==> src/rtl/stopwatch_pkg.sv <==
// Shared constants for the stopwatch design: clock rate, debounce timing
// defaults and the bit positions of the board buttons and switches.
package stopwatch_pkg;

  localparam int CLK_HZ              = 100_000_000;
  localparam int DEBOUNCE_TICK_DIV   = 131072;
  localparam int DEBOUNCE_STABLE_CNT = 4;

  localparam int BTN_PAUSE = 0;
  localparam int SW_SEL    = 0;
  localparam int SW_ADJ_LO = 1;
  localparam int SW_ADJ_HI = 2;

endpackage

==> src/rtl/debounce_channel.sv <==
// One input bit: two-flop synchroniser, integrate-to-N debounce evaluated on
// the shared sample tick, and registered rise/fall strobes.
module debounce_channel
  import stopwatch_pkg::*;
#(
  parameter int STABLE_CNT = DEBOUNCE_STABLE_CNT
) (
  input  logic clk_100mhz,
  input  logic rst_n,
  input  logic raw,
  input  logic sample_tick,
  output logic level,
  output logic rise,
  output logic fall
);

  localparam int CW = $clog2(STABLE_CNT + 1);
  localparam logic [CW-1:0] LAST = CW'(STABLE_CNT - 1);

  logic          sync1;
  logic          sync2;
  logic [CW-1:0] cnt;
  logic [CW-1:0] cnt_next;
  logic          level_next;
  logic          accept;

  // A sample that agrees with the current level restarts the count, so only
  // STABLE_CNT consecutive disagreeing samples can move the level.
  always_comb begin
    accept     = 1'b0;
    cnt_next   = cnt;
    level_next = level;
    if (sample_tick) begin
      if (sync2 == level) begin
        cnt_next = '0;
      end else if (cnt == LAST) begin
        accept     = 1'b1;
        level_next = sync2;
        cnt_next   = '0;
      end else begin
        cnt_next = cnt + 1'b1;
      end
    end
  end

  always_ff @(posedge clk_100mhz or negedge rst_n) begin
    if (!rst_n) begin
      sync1 <= 1'b0;
      sync2 <= 1'b0;
      cnt   <= '0;
      level <= 1'b0;
      rise  <= 1'b0;
      fall  <= 1'b0;
    end else begin
      sync1 <= raw;
      sync2 <= sync1;
      cnt   <= cnt_next;
      level <= level_next;
      rise  <= accept & sync2;
      fall  <= accept & ~sync2;
    end
  end

endmodule

==> src/rtl/input_conditioner.sv <==
// Board input front end: shared debounce sample tick, one debounce channel
// per button and switch, button toggle state and switch change strobes.
module input_conditioner
  import stopwatch_pkg::*;
#(
  parameter int N_BTN      = 2,
  parameter int N_SW       = 3,
  parameter int TICK_DIV   = DEBOUNCE_TICK_DIV,
  parameter int STABLE_CNT = DEBOUNCE_STABLE_CNT
) (
  input  logic             clk_100mhz,
  input  logic             rst_n,
  input  logic [N_BTN-1:0] btn_raw,
  input  logic [N_SW-1:0]  sw_raw,
  output logic [N_BTN-1:0] btn_level,
  output logic [N_BTN-1:0] btn_press,
  output logic [N_BTN-1:0] btn_release,
  output logic [N_BTN-1:0] btn_toggle,
  output logic [N_SW-1:0]  sw_level,
  output logic [N_SW-1:0]  sw_changed,
  output logic             sample_tick
);

  localparam int TW = $clog2(TICK_DIV);
  localparam logic [TW-1:0] TICK_LAST = TW'(TICK_DIV - 1);

  logic [TW-1:0]    tick_cnt;
  logic [N_BTN-1:0] toggle_q;
  logic [N_SW-1:0]  sw_rise;
  logic [N_SW-1:0]  sw_fall;

  always_ff @(posedge clk_100mhz or negedge rst_n) begin
    if (!rst_n) begin
      tick_cnt    <= '0;
      sample_tick <= 1'b0;
    end else begin
      sample_tick <= (tick_cnt == TICK_LAST);
      tick_cnt    <= (tick_cnt == TICK_LAST) ? '0 : tick_cnt + 1'b1;
    end
  end

  for (genvar i = 0; i < N_BTN; i++) begin : g_btn
    debounce_channel #(.STABLE_CNT(STABLE_CNT)) u_chan (
      .clk_100mhz  (clk_100mhz),
      .rst_n       (rst_n),
      .raw         (btn_raw[i]),
      .sample_tick (sample_tick),
      .level       (btn_level[i]),
      .rise        (btn_press[i]),
      .fall        (btn_release[i])
    );
  end

  for (genvar i = 0; i < N_SW; i++) begin : g_sw
    debounce_channel #(.STABLE_CNT(STABLE_CNT)) u_chan (
      .clk_100mhz  (clk_100mhz),
      .rst_n       (rst_n),
      .raw         (sw_raw[i]),
      .sample_tick (sample_tick),
      .level       (sw_level[i]),
      .rise        (sw_rise[i]),
      .fall        (sw_fall[i])
    );
  end

  assign sw_changed = sw_rise | sw_fall;

  // toggle_q absorbs each press one cycle late; XOR with the press strobe makes
  // the visible toggle flip on the same edge the press strobe rises.
  always_ff @(posedge clk_100mhz or negedge rst_n) begin
    if (!rst_n) begin
      toggle_q <= '0;
    end else begin
      toggle_q <= toggle_q ^ btn_press;
    end
  end

  assign btn_toggle = toggle_q ^ btn_press;

endmodule

==> config.mk <==
export PLATFORM = sky130hd
export DESIGN_NAME = input_conditioner
export DESIGN_NICKNAME = d
export VERILOG_FILES = /design/src/rtl/stopwatch_pkg.sv /design/src/rtl/debounce_channel.sv /design/src/rtl/input_conditioner.sv
export SDC_FILE = /design/constraint.sdc
export NUM_CORES = 1
export LEC_CHECK = 0
export CORE_MARGIN = 1
export CORE_UTILIZATION = 56
export DETAILED_ROUTE_END_ITERATION = 8
export GPL_TIMING_DRIVEN = 0
export HOLD_SLACK_MARGIN = 0.02
export MAX_ROUTING_LAYER = met4
export PLACE_DENSITY = 0.9
export REMOVE_ABC_BUFFERS = 1
export SLEW_MARGIN = 5
export SYNTH_ARGS = -nofsm -noshare
export SYNTH_HDL_FRONTEND = slang
export SYNTH_SLANG_ARGS = --single-unit
==> constraint.sdc <==
create_clock -name clk_100mhz -period 2.31 [get_ports clk_100mhz]
set_input_delay 0.3465 -clock clk_100mhz [delete_from_list [all_inputs] [get_ports clk_100mhz]]
set_output_delay 0.3465 -clock clk_100mhz [all_outputs]
set_load 0.1 [all_outputs]
Yosys cells after proc, flatten, opt, wreduce, memory -nomap -nowiden
Cells that the tools add are included.
{"block": "word_totals", "register_bits": 60, "in_bits": 7, "out_inout_bits": 15, "elab_cells": 103}
{"block": "op_classes", "n_addsub": 6, "eq_ne": 11, "muxes": 26, "n_bitwise": 22, "reduce_logical": 5}
{"op": "3-bit two-way mux", "count": 10}
{"op": "17-bit by 1-bit adder with 17-bit output, second input constant", "count": 1}
{"op": "17-bit equality test, second input constant", "count": 1}
{"op": "17-bit two-way mux", "count": 1}
{"op": "3-bit by 1-bit adder with 3-bit output, second input constant", "count": 5}
{"op": "3-bit by 2-bit equality test with 1-bit output, second input constant", "count": 5}
{"op": "1-bit two-way mux", "count": 15}
{"op": "3-bit AND reduction", "count": 5}
{"op": "1-bit bitwise AND", "count": 10}
{"op": "1-bit inverter", "count": 10}
{"op": "1-bit equality test", "count": 5}
{"op": "3-bit OR", "count": 1}
{"op": "2-bit bitwise XOR", "count": 1}

Depth between registers and ports, before layout
{"block": "depth", "ltp_word": 5, "ltp_mapped": 7, "mapped_depth_nobuf": 6}

By module
From an unflattened synthesis, not the netlist that was laid out.
{"block": "hier_totals", "cells_unflattened": 215, "area_unflattened_um2": 2606.2}
{"module": "debounce_channel", "n_inst": 5, "cells_each": 24, "area_each_um2": 321.6, "seq_area_each_um2": 200.2}
{"module": "input_conditioner", "n_inst": 1, "cells_each": 95, "area_each_um2": 998.5, "seq_area_each_um2": 500.5}

Worst setup path before layout
Ideal clock, no wire load.
{"block": "synth_timing", "path_type": "reg-to-output", "start": "register g_btn[0].u_chan.rise", "end": "output btn_toggle[0]", "t_arrival_ns": 1.836, "required_time_ns": 1.964, "setup_slack_ns": 0.127, "path_stages_with_launch": 2, "n_path_buf": 0, "cell_sequence": "dfrtp_1 xor2_1"}
{"block": "synth_between", "elab_chain_len": 1}
{"element": "start: declaration", "line": "debounce_channel.sv:13", "rtl": "output logic rise,"}
{"element": "start signal: assignment", "line": "debounce_channel.sv:59", "rtl": "rise <= accept & sync2;"}
{"element": "2-bit bitwise XOR", "line": "input_conditioner.sv:78", "rtl": "assign btn_toggle = toggle_q ^ btn_press;"}
{"element": "end: declaration", "line": "input_conditioner.sv:18", "rtl": "output logic [N_BTN-1:0] btn_toggle,"}
Every way passes these cells.

Final worst setup path
{"block": "layout_timing", "start": "register g_btn[1].u_chan.level", "end": "output btn_level[1]"}
{"element": "start: declaration", "line": "debounce_channel.sv:12", "rtl": "output logic level,"}
{"element": "start signal: assignment", "line": "debounce_channel.sv:58", "rtl": "level <= level_next;"}
{"element": "end: declaration", "line": "input_conditioner.sv:15", "rtl": "output logic [N_BTN-1:0] btn_level,"}
No word-level cell between the ends.

==> run metrics <==
final setup fails 0; number of synthesized register bits 60; top-count cell post-synth dfrtp_1; worst slew pin tran 0.973 ns; Final Util around 67%; clk root buf clkbuf_8; share of the synthesized area in the top cell type 59.3%; Max Fanout on Critical Path 5; status completed; core area between 4000 and 5000 µm²; Main synth FF type dfrtp_1; final critical-path required period 2.27 ns; IO Pins 22; Data required, critical path a little under 2 ns; Iteration-0 DRC Markers 61; RSZ-0062 raised after global routing false; Avg Inst Size Synth approximately 12 µm²; final hold vios 0; cell taking the most area after synthesis dfrtp_1; crit share post-route a little over nine tenths; Routed WL per cell roughly 14 µm; ANT nets after route 0; placed cells between 200 and 300; TritonRoute pass-1 iters 4; final wirelength ~4000 µm; largest cells by area after synthesis dfrtp_1 (59%), xnor2_1 (4.2%), ha_1 (4.0%); crit path cell chain clkdlybuf4s50_1; Clock Pin Slew Worst Setup and Hold Paths ~0.070 ns; Layout Skew around 0.010 ns; post-DP HPWL 2690 µm; Critical Path Max Stage Delay between 1 and 1.5 ns; global route overflow 0; Worst Hold Class in -> async; vias in the first global route between 1.5k and 2k; Die W around 69 µm; Inserted Clock Buffers 9; Starting Density between 50 and 60%; largest net degree at the start of global routing 33; setup tns final 0 ns; Lkg Pwr between 0.001 and 0.0015 µW; Critical Path End Type primary output; via count between 1.5k and 2k; Hold Slack approximately 0.057 ns; reg2reg setup slack around 0.35 ns; DRC 0; Crit-path slowest cell clkdlybuf4s50_1; synth warn 0; Vert. Die Dim ~69 µm; Worst Setup Start Kind flip-flop; # fillers 320; Clock Sinks 60; WS Path Type reg -> out; commonest cells in the netlist dfrtp_1 (60), nor2_1 (20), inv_1 (15); initial antenna violation count 0; vias per std cell 5.29; VDD IR-drop max approximately 0.33 mV; post-synth cell types 33; max_cap viols 0; FMAX roughly 0.44 GHz; first-pass GRT wire length between 6000 and 7000 µm; antenna cells 0; register area share after synthesis about three fifths; CTS tree done; share of layout cells above drive strength 1 between 10% and 20%; RD Place Congestion between 0.7 and 0.8; post-CTS setup buffer count 0; H-tree depth 3; Rows 24; Power Density about 660 nW/µm²; Die ar. approximately 4800 µm²; Async SR Flop Fraction between 90% and 100%; Post-synth EDFFs 0; Area Overhead vs Synth 14.7%; Mapped Cells between 200 and 250; slew margin rel. a little over a third; number of port buffers 21; GRT Util Overall around 19%; maximum clock path buffer count 2; Tot Pwr about 1900 µW; CP bufs+invs 1; fin cells 294; Slew Limit Fails 0; area of the mapped netlist 2530 µm²; Clock Latency Late Sink roughly 0.33 ns; fin nets about 250; Data arrival, critical path ~1.9 ns; crit-path leading delay family buffers and inverters; CTS Hold Bufs 0
## worst paths after layout
| kind | from | to | cells past startpoint |
|---|---|---|---|
| min in group clk_100mhz | g_sw[0].u_chan.sync1 | g_sw[0].u_chan.sync2 | 0 |
| max in group asynchronous | rst_n | sample_tick | 2 |
| worst max-delay path | g_btn[1].u_chan.level | btn_level[1] | 1 |
| worst min-delay path | rst_n | g_btn[1].u_chan.fall | 1 |
| worst min register to register | g_sw[0].u_chan.sync1 | g_sw[0].u_chan.sync2 | 0 |
| worst max register to register | tick_cnt[0] | tick_cnt[8] | 6 |
## logic make-up (layout without fill, tap and decap cells)
kind of cell	after synthesis	in the layout	share of synthesized area, %
fa+ha+maj	8	8	3.95
simple gates	74	74	16.0
buf+inv	29	53	5.93
xor+xnor	20	20	6.92
compound gates	21	21	5.24
mux	6	6	2.62
flops	60	60	59.3
## cells in the final DEF (no fill, tap or decap), types with 3 or more instances in the layout
cell / count
nand2_1: 9
xor2_1: 8
or2_2: 3
nor3_1: 3
nor3b_1: 10
nand3_1: 11
clkinv_2: 4
nor2_1: 20
dfrtp_1: 59
xnor2_1: 12
mux2_2: 5
dlymetal6s2s_1: 3
o22ai_1: 4
nand3b_1: 5
ha_1: 8
inv_1: 15
and3_1: 3
clkdlybuf4s50_1: 14
a21o_1: 3
o21a_1: 4
clkbuf_8: 10
o21ai_0: 6
nand4_1: 3
## report_power, final
| part | leakage, µW | total, µW | internal (µW) | switching [µW] |
|---|---|---|---|---|
| registers | 0.000799 | 1070 | 1060 | 6.02 |
| logic | 0.000515 | 43.8 | 18.3 | 25.5 |
| clock network | 0.0000889 | 802 | 410 | 391 |
## through the flow
| stage | instance area (µm²) | setup WS (ns) |
|---|---|---|
| after CTS | 2900 | 0.0142 |
| after global routing | 2900 | 0.0167 |
| after floorplan | 2440 | -0.481 |
| after global placement | 2710 | -0.887 |
| final | 2900 | 0.0422 |
| after detailed placement | 2730 | -0.201 |
## area by class of cell
type | count | area (µm²) | share of cell area, %
multi-input cells | 129 | 880 | 30.3
clock inverters | 5 | 27.5 | 0.948
flip-flops and latches | 60 | 1500 | 51.7
clock buffers | 11 | 141 | 4.87
well taps | 52 | 65.1 | 2.24
repair buffers | 22 | 231 | 7.97
inverters | 15 | 56.3 | 1.94
## per-layer routing
metal  GRT usage [%]  share of wire (%)  vias up
met4            11.8                2.0        0
li1                -                  -      762
met5               -                  0        -
met2            32.8                 53       26
met3            4.65                2.9        9
met1            20.0                 42      759
## state kept, by name, indices dropped and copies added (netlist names)
signal,flops
g_btn.u_chan.cnt,6
g_btn.u_chan.fall,2
g_btn.u_chan.level,2
g_btn.u_chan.rise,2
g_btn.u_chan.sync1,2
g_btn.u_chan.sync2,2
g_sw.u_chan.cnt,9
g_sw.u_chan.fall,3
g_sw.u_chan.level,3
g_sw.u_chan.rise,3
g_sw.u_chan.sync1,3
g_sw.u_chan.sync2,3
sample_tick,1
tick_cnt,17
toggle_q,2
## repair_timing
action                                  in CTS  in global routing
cloned                                       0                  0
endpoints found under the setup margin       3                  4
resized for setup                            5                  4
Power figures use the tool's default switching activity.
